`config.mk`:
```
export PLATFORM = sky130hd
export DESIGN_NAME = fetch_unit
export DESIGN_NICKNAME = d
export VERILOG_FILES = /design/src/rtl/fetch_unit.sv
export SDC_FILE = /design/constraint.sdc
export NUM_CORES = 1
export LEC_CHECK = 0
export CORE_MARGIN = 2
export CORE_UTILIZATION = 43
export CTS_CLUSTER_SIZE = 14
export DETAILED_ROUTE_END_ITERATION = 10
export PLACE_DENSITY = 0.76
export SKIP_CTS_REPAIR_TIMING = 1
export SLEW_MARGIN = 20
export SYNTH_ARGS = -nofsm -noshare
export SYNTH_HDL_FRONTEND = slang
export SYNTH_SLANG_ARGS = --single-unit
```
`constraint.sdc`:
```
create_clock -name clk -period 1.85 [get_ports clk]
set_clock_uncertainty 0.15 [all_clocks]
set_input_delay 0.185 -clock clk [delete_from_list [all_inputs] [get_ports clk]]
set_output_delay 0.185 -clock clk [all_outputs]
set_load 0.05 [all_outputs]
```
`src/rtl/fetch_unit.sv`:
```
// fetch_unit: instruction fetch stage that owns the PC.
// It issues word reads over a req/ack handshake and presents one instruction
// to decode over a valid/ready handshake. Jump redirects from execute discard
// any in-flight or held instruction.
// Optional build macro FETCH_PERF_EN adds two saturating performance
// counters, perf_fetched and perf_bubbles.
module fetch_unit #(
  parameter int                ADDR_W   = 10,
  parameter int                INST_W   = 16,
  parameter logic [ADDR_W-1:0] RESET_PC = '0
) (
  input  logic              clk,
  input  logic              rst_n,
  input  logic              run,
  output logic              imem_req,
  output logic [ADDR_W-1:0] imem_addr,
  input  logic              imem_ack,
  input  logic [INST_W-1:0] imem_rdata,
  output logic              inst_valid,
  input  logic              inst_ready,
  output logic [INST_W-1:0] inst,
  output logic [ADDR_W-1:0] inst_pc,
  input  logic              redirect,
  input  logic [ADDR_W-1:0] redirect_pc
`ifdef FETCH_PERF_EN
  ,
  output logic [15:0]       perf_fetched,
  output logic [15:0]       perf_bubbles
`endif
);

  localparam logic [1:0] S_IDLE  = 2'd0;
  localparam logic [1:0] S_REQ   = 2'd1;
  localparam logic [1:0] S_HOLD  = 2'd2;
  localparam logic [1:0] S_DRAIN = 2'd3;

  localparam logic [ADDR_W-1:0] PC_ONE = ADDR_W'(1);

  logic [1:0]        state, state_nx;
  logic [ADDR_W-1:0] fetch_addr;
  logic [ADDR_W-1:0] pending;
  logic              in_req, in_hold, in_drain, in_idle;
  logic              take;     // downstream consumes the held instruction
  logic              capture;  // memory data accepted into the hold register

  assign in_idle  = (state == S_IDLE);
  assign in_req   = (state == S_REQ);
  assign in_hold  = (state == S_HOLD);
  assign in_drain = (state == S_DRAIN);

  assign take    = in_hold && inst_ready && !redirect;
  assign capture = in_req && imem_ack && !redirect;

  assign imem_req   = in_req || in_drain;
  assign imem_addr  = fetch_addr;
  assign inst_valid = in_hold;

  // Next-state decode; a redirect never cancels a request the memory has
  // not yet acked, it parks in DRAIN until the old read completes.
  always_comb begin
    state_nx = state;
    case (state)
      S_IDLE:  if (run) state_nx = S_REQ;
      S_REQ: begin
        if (imem_ack && !redirect)      state_nx = S_HOLD;
        else if (!imem_ack && redirect) state_nx = S_DRAIN;
      end
      S_HOLD:  if (redirect || inst_ready) state_nx = run ? S_REQ : S_IDLE;
      S_DRAIN: if (imem_ack) state_nx = S_REQ;
      default: state_nx = S_IDLE;
    endcase
  end

  // State register.
  always_ff @(posedge clk or negedge rst_n) begin
    if (!rst_n) state <= S_IDLE;
    else        state <= state_nx;
  end

  // Fetch address and pending redirect target. imem_addr must stay put while
  // a request is outstanding, so REQ-without-ack redirects go to pending.
  always_ff @(posedge clk or negedge rst_n) begin
    if (!rst_n) begin
      fetch_addr <= RESET_PC;
      pending    <= RESET_PC;
    end else begin
      case (state)
        S_IDLE: if (redirect) fetch_addr <= redirect_pc;
        S_REQ: begin
          if (imem_ack && redirect)       fetch_addr <= redirect_pc;
          else if (imem_ack)              fetch_addr <= fetch_addr + PC_ONE;
          else if (redirect)              pending    <= redirect_pc;
        end
        S_HOLD: if (redirect) fetch_addr <= redirect_pc;
        S_DRAIN: begin
          if (imem_ack)      fetch_addr <= redirect ? redirect_pc : pending;
          else if (redirect) pending    <= redirect_pc;
        end
        default: ;
      endcase
    end
  end

  // Instruction hold register; only loaded on an un-redirected ack in REQ.
  always_ff @(posedge clk or negedge rst_n) begin
    if (!rst_n) begin
      inst    <= '0;
      inst_pc <= '0;
    end else if (capture) begin
      inst    <= imem_rdata;
      inst_pc <= fetch_addr;
    end
  end

`ifdef FETCH_PERF_EN
  // Saturating counters: completed handshakes and request cycles with no ack.
  always_ff @(posedge clk or negedge rst_n) begin
    if (!rst_n) begin
      perf_fetched <= '0;
      perf_bubbles <= '0;
    end else begin
      if (take && perf_fetched != 16'hFFFF)
        perf_fetched <= perf_fetched + 16'd1;
      if (imem_req && !imem_ack && perf_bubbles != 16'hFFFF)
        perf_bubbles <= perf_bubbles + 16'd1;
    end
  end
`endif

  // in_idle exists for readability of the decode; tie it off for lint.
  logic unused_ok;
  assign unused_ok = in_idle;

endmodule
```
* Word-level counts from Yosys, hierarchy flattened *
Index checks and enable logic that the tools add are counted.

storage, ports and cells
  bits in registers = 48
  latch bits = 0
  bits in writable memories = 0
  ROM bits = 0
  output and inout port bits = 38
  memories kept = 0

operators by class
  add/subtract/negate cells = 1
  $mul = 0
  divide/modulo/power cells = 0
  $lt $le $gt $ge = 0
  eq/ne operators = 10
  shifts and indexed selects = 0
  mux-type cells = 16
  bitwise operators = 0
  reduce and logical (&&, ||, !) cells = 15

operator list
  cell                                                                      number
  10-bit two-way mux                                                        7
  10-bit one-hot mux with 3 select lines                                    1
  10-bit one-hot mux with 2 select lines                                    1
  10-bit by 1-bit adder with 10-bit output (second input constant)          1
  2-bit two-way mux                                                         5
  2-bit one-hot mux with 4 select lines                                     1
  2-bit inequality test (second input constant)                             3
  1-bit logical AND                                                         5
  2-bit == test (second input constant)                                     2
  2-bit by 1-bit inequality test with 1-bit output (second input constant)  2
  4-bit AND reduction                                                       1
  3-bit by 1-bit inequality test with 1-bit output (second input constant)  1
  3-bit by 2-bit inequality test with 1-bit output (second input constant)  1
  3-bit AND reduction                                                       1
  2-bit by 1-bit == test with 1-bit output (second input constant)          1
  1-bit logical NOT                                                         2
  2-bit logical NOT                                                         1
  1-bit logical OR                                                          2
  2-bit AND reduction                                                       1
  2-bit nonzero test                                                        1
  2-bit OR reduction                                                        1
  1-bit two-way mux                                                         1

* Logic depth before layout (Yosys ltp) *
  depth after elaboration = 5
  depth in mapped cells = 8

* Worst setup path after synthesis *
No wires, ideal clock.

  path kind = register to register
  start = register state[0]
  end = register fetch_addr[7] (netlist: imem_addr[7])
  data arrival time = 1948 ps
  data required time = 1582 ps
  slack = -366 ps
  cell stages (with the launch flop) = 8
  path buffers = 1
  period minus slack after synthesis = 2216 ps
  path through = dfrtp_1 > inv_1 > ha_1 > or2_2 > buf_6 > a221oi_1 > o21bai_1 > a21o_1

between the ends
  longest elaborated chain between the ends = 4

RTL lines
  element                                                     RTL line  RTL
  from (decl)                                                 39        logic [1:0] state, state_nx;
  from (signal assigned)                                      77        else state <= state_nx;
  2-bit == test (*)                                           n/a
  named net inst_valid                                        19        output logic inst_valid,
  2-bit OR reduction (no line) (*)                            n/a
  2-bit by 1-bit inequality test with 1-bit output (no line)  n/a
  3-bit AND reduction (no line)                               n/a
  to (signal assigned)                                        88        S_IDLE: if (redirect) fetch_addr <= redirect_pc;
  to (signal assigned)                                        90        if (imem_ack && redirect) fetch_addr <= redirect_pc;
  to (signal assigned)                                        91        else if (imem_ack) fetch_addr <= fetch_addr + PC_ONE;
  to (decl)                                                   40        logic [ADDR_W-1:0] fetch_addr;

Mark *: on every way through the listed nets, which the timed path passes. The rest lies on a longest branch.
A chain may end at the register's enable or synchronous reset.

* Worst setup path in the final report *
  start = register state[0]
  end = register inst_pc[2]

between the ends
  longest elaborated chain between the ends = 3

RTL lines
  element                                   RTL line  RTL
  2-bit by 1-bit == test with 1-bit output  47        assign in_req = (state == S_REQ);
  1-bit logical AND (2 in a row)            52        assign capture = in_req && imem_ack && !redirect;
  to (signal assigned)                      111       inst_pc <= fetch_addr;
  to (decl)                                 22        output logic [ADDR_W-1:0] inst_pc,

Every way passes these cells.

==> flow_metrics.env <==
export IMPL_clock_power_share_pct=10.7
export IMPL_cp_arrival_ns=1.91
export IMPL_crit_type="flip-flop to flip-flop"
export IMPL_vdd_drop_max_mv=1.05
export IMPL_reg2reg_depth=6
export IMPL_post_drt_wl_per_cell_um=15.5
export IMPL_place_gp_congestion=0.908
export IMPL_tns_ns=-0.389
export IMPL_reg2reg_from="state[0]"
export IMPL_swShare_pct=46.0
export IMPL_grt_pass1_wl_um=9690
export IMPL_antenna_cells=0
export IMPL_antenna_found_initial=0
export IMPL_internal_power_mw=4.01
export IMPL_tritoncts="yes"
export IMPL_area_growth_syn_to_layout_pct=48.4
export IMPL_layout_drive_gt1_share_pct=40.0
export IMPL_cts_made_buffers=5
export IMPL_clock_path_buffers=2
export IMPL_rsz0062_at_grt="yes"
export IMPL_setup_slack_ns=-0.0302
export IMPL_hold_class="input pin to async pin"
export IMPL_drc_errors=0
export IMPL_cts_htree_levels=2
export IMPL_grt_use_total_pct=19.1
export IMPL_start_util_pct=45.3
export IMPL_pwr_share_seq_pct=26.6
export IMPL_synth_area_top_cells="dfrtp_1, mux2_2, nand2_1"
export IMPL_start_kind="flip-flop"
export IMPL_netlist_top_cells_count="dfrtp_1, mux2_2, nand2_1"
export IMPL_status="finished with violations"
export IMPL_worst_slew_pin_slew_ns=0.521
export IMPL_nets=351
export IMPL_postSynthCellCount=220
export IMPL_syn_nets=257
export IMPL_yosysMostFrequentCell="dfrtp_1"
export IMPL_synth_seq_area_share_pct=47.6
export IMPL_synth_seq_cells=48
export IMPL_synth_ff_type="dfrtp_1"
export IMPL_leakage_nw=1.63
export IMPL_clkTransAtPathRegs_ns=0.09
export IMPL_design_die_area_um2=6490
export IMPL_hold_violations=0
export IMPL_yosysWarnings=0
export IMPL_cp_max_fo=25
export IMPL_final_setup_viol_count=24
export IMPL_clock_tree_root_cell="clkbuf_8"
export IMPL_die_w_um=80.6
export IMPL_slew_viol_final=0
export IMPL_slew_headroom_pct=65.2
export IMPL_critPathRequiredTime_ns=1.88
export IMPL_final_cells=387
export IMPL_io_buffers=69
export IMPL_drt_iter0_markers=104
export IMPL_clock_fmax_ghz=0.532
export IMPL_critPathBufInv=3
export IMPL_fin_crit_sh_pct=102
export IMPL_worst_path_dominant_cell_family="buffers and inverters"
export IMPL_crit_top_cell="buf_4"
export IMPL_synth_area_per_cell_um2=11.5
export IMPL_netlist_area_um2=2520
export IMPL_power_mw=7.43
export IMPL_crit_slowest_cell="dfrtp_1"
export IMPL_dp_hpwl_um=4410
export IMPL_die_h_um=80.6
export IMPL_p_per_area_nw_per_um2=1980
export IMPL_regToRegEndpoint="inst_pc[2]"
export IMPL_yosysTopAreaCellShare_pct=47.6
export IMPL_io_pins=70
export IMPL_fin_crit_ns=1.88
export IMPL_p_sw_mw=3.42
export IMPL_grt_pass1_vias=2026
export IMPL_dpl_worst_slack_ns=-0.207
export IMPL_ff2ff_setup_slack_ns=-0.03
export IMPL_drt_wl_total_um=6010
export IMPL_dp_cells=374
export IMPL_worstPathCellList="buf_4, ha_2, buf_4, nand3b_1, buf_12, mux2_2"
export IMPL_p_comb_share_pct=62.6
export IMPL_clkLatencyLatePin_ns=0.30
export IMPL_async_flop_share_pct=100
export IMPL_violations="setup timing"
export IMPL_grt_ovfl_total=0
export IMPL_core_area_um2=5570
export IMPL_drtPass1Iterations=4
export IMPL_endpoint_kind="flip-flop"
export IMPL_synth_top_area_cell="dfrtp_1"
export IMPL_fp_row_count=27
export IMPL_synth_cell_types=50
export IMPL_max_stage_delay_ns=0.41
export IMPL_viasPerCell=5.44
export IMPL_cts_sinks=48
export IMPL_fin_util_pct=67.1
export IMPL_ant_nets=0
export IMPL_synth_edf_count=0
export IMPL_via_count=2106
export IMPL_cap_viol_max_count=0
export IMPL_grt_max_degree=42
placed cells by master (no fill, tap or decap), drive strengths merged, types with 4 or more instances in the layout:
cell type / count
a221o: 6
a221oi: 4
buf: 47
clkbuf: 6
clkdlybuf4s50: 50
dfrtp: 48
ha: 5
inv: 8
mux2: 40
mux2i: 4
nand2: 19
nor2: 11
o211ai: 4
o21ai: 7
kinds of logic after synthesis:
family | share of synthesized area [%]
compound gates | 14.4
xor+xnor | 1.04
fa+ha+maj | 2.48
buf+inv | 4.71
flops | 47.6
mux | 19.4
simple gates | 10.3
sequential cells by signal, summed over array words and instances, names as in the netlist:
register and count:
state 2, imem_addr 10, pending 10, inst 16, inst_pc 10
area by class of cell:
class                      instances  area, um^2
fill                             449        1830
multi-input combinational        151        1320
sequential                        48        1210
timing repair buffer             100         971
tap                               72        90.1
clock buffer                       6        82.6
clock inverter                     2        38.8
inverter                           8        30.0
power by group through the flow:
| stage | Combinational (mW) | Sequential (mW) | Clock [mW] |
|---|---|---|---|
| finish | 4.65 | 1.98 | 0.797 |
| global route | 4.91 | 2.05 | 0.871 |
| CTS | 4.35 | 1.97 | 0.818 |
| detailed placement | 4.34 | 1.99 | 0 |
| global placement | 4.27 | 1.97 | 0 |
| floorplan | 1.66 | 3.23 | 0 |
worst max path at each step:
| stage | slack (ns) | to | cells after the start | startpoint |
|---|---|---|---|---|
| after floorplan | -0.02 | imem_addr[7] | 4 | imem_addr[5] |
| final | -0.03 | inst_pc[2] | 6 | state[0] |
| after CTS | -0.11 | imem_req | 6 | state[1] |
| after detailed placement | -0.21 | imem_addr[7] | 6 | redirect |
| after global routing | -0.1 | imem_addr[2] | 7 | state[0] |
| after global placement | -0.19 | imem_addr[7] | 6 | redirect |
per-layer routing:
| layer | routed length (um) | GRT usage [%] | vias to the layer above |
|---|---|---|---|
| li1 | - | - | 1000 |
| met5 | 0 | 0 | - |
| met4 | 58 | 4.41 | 0 |
| met3 | 216 | 3.37 | 4 |
| met1 | 2620 | 25.9 | 1053 |
| met2 | 3120 | 32.0 | 49 |
per-stage QoR:
step | instance area (um^2) | hold WS [ns]
final | 3740 | 0.124
after global placement | 3470 | -0.106
after detailed placement | 3470 | -0.0995
after floorplan | 2570 | -0.261
after CTS | 3590 | -0.433
after global routing | 3740 | 0.141
No activity file was read; power rests on OpenSTA's default activity.
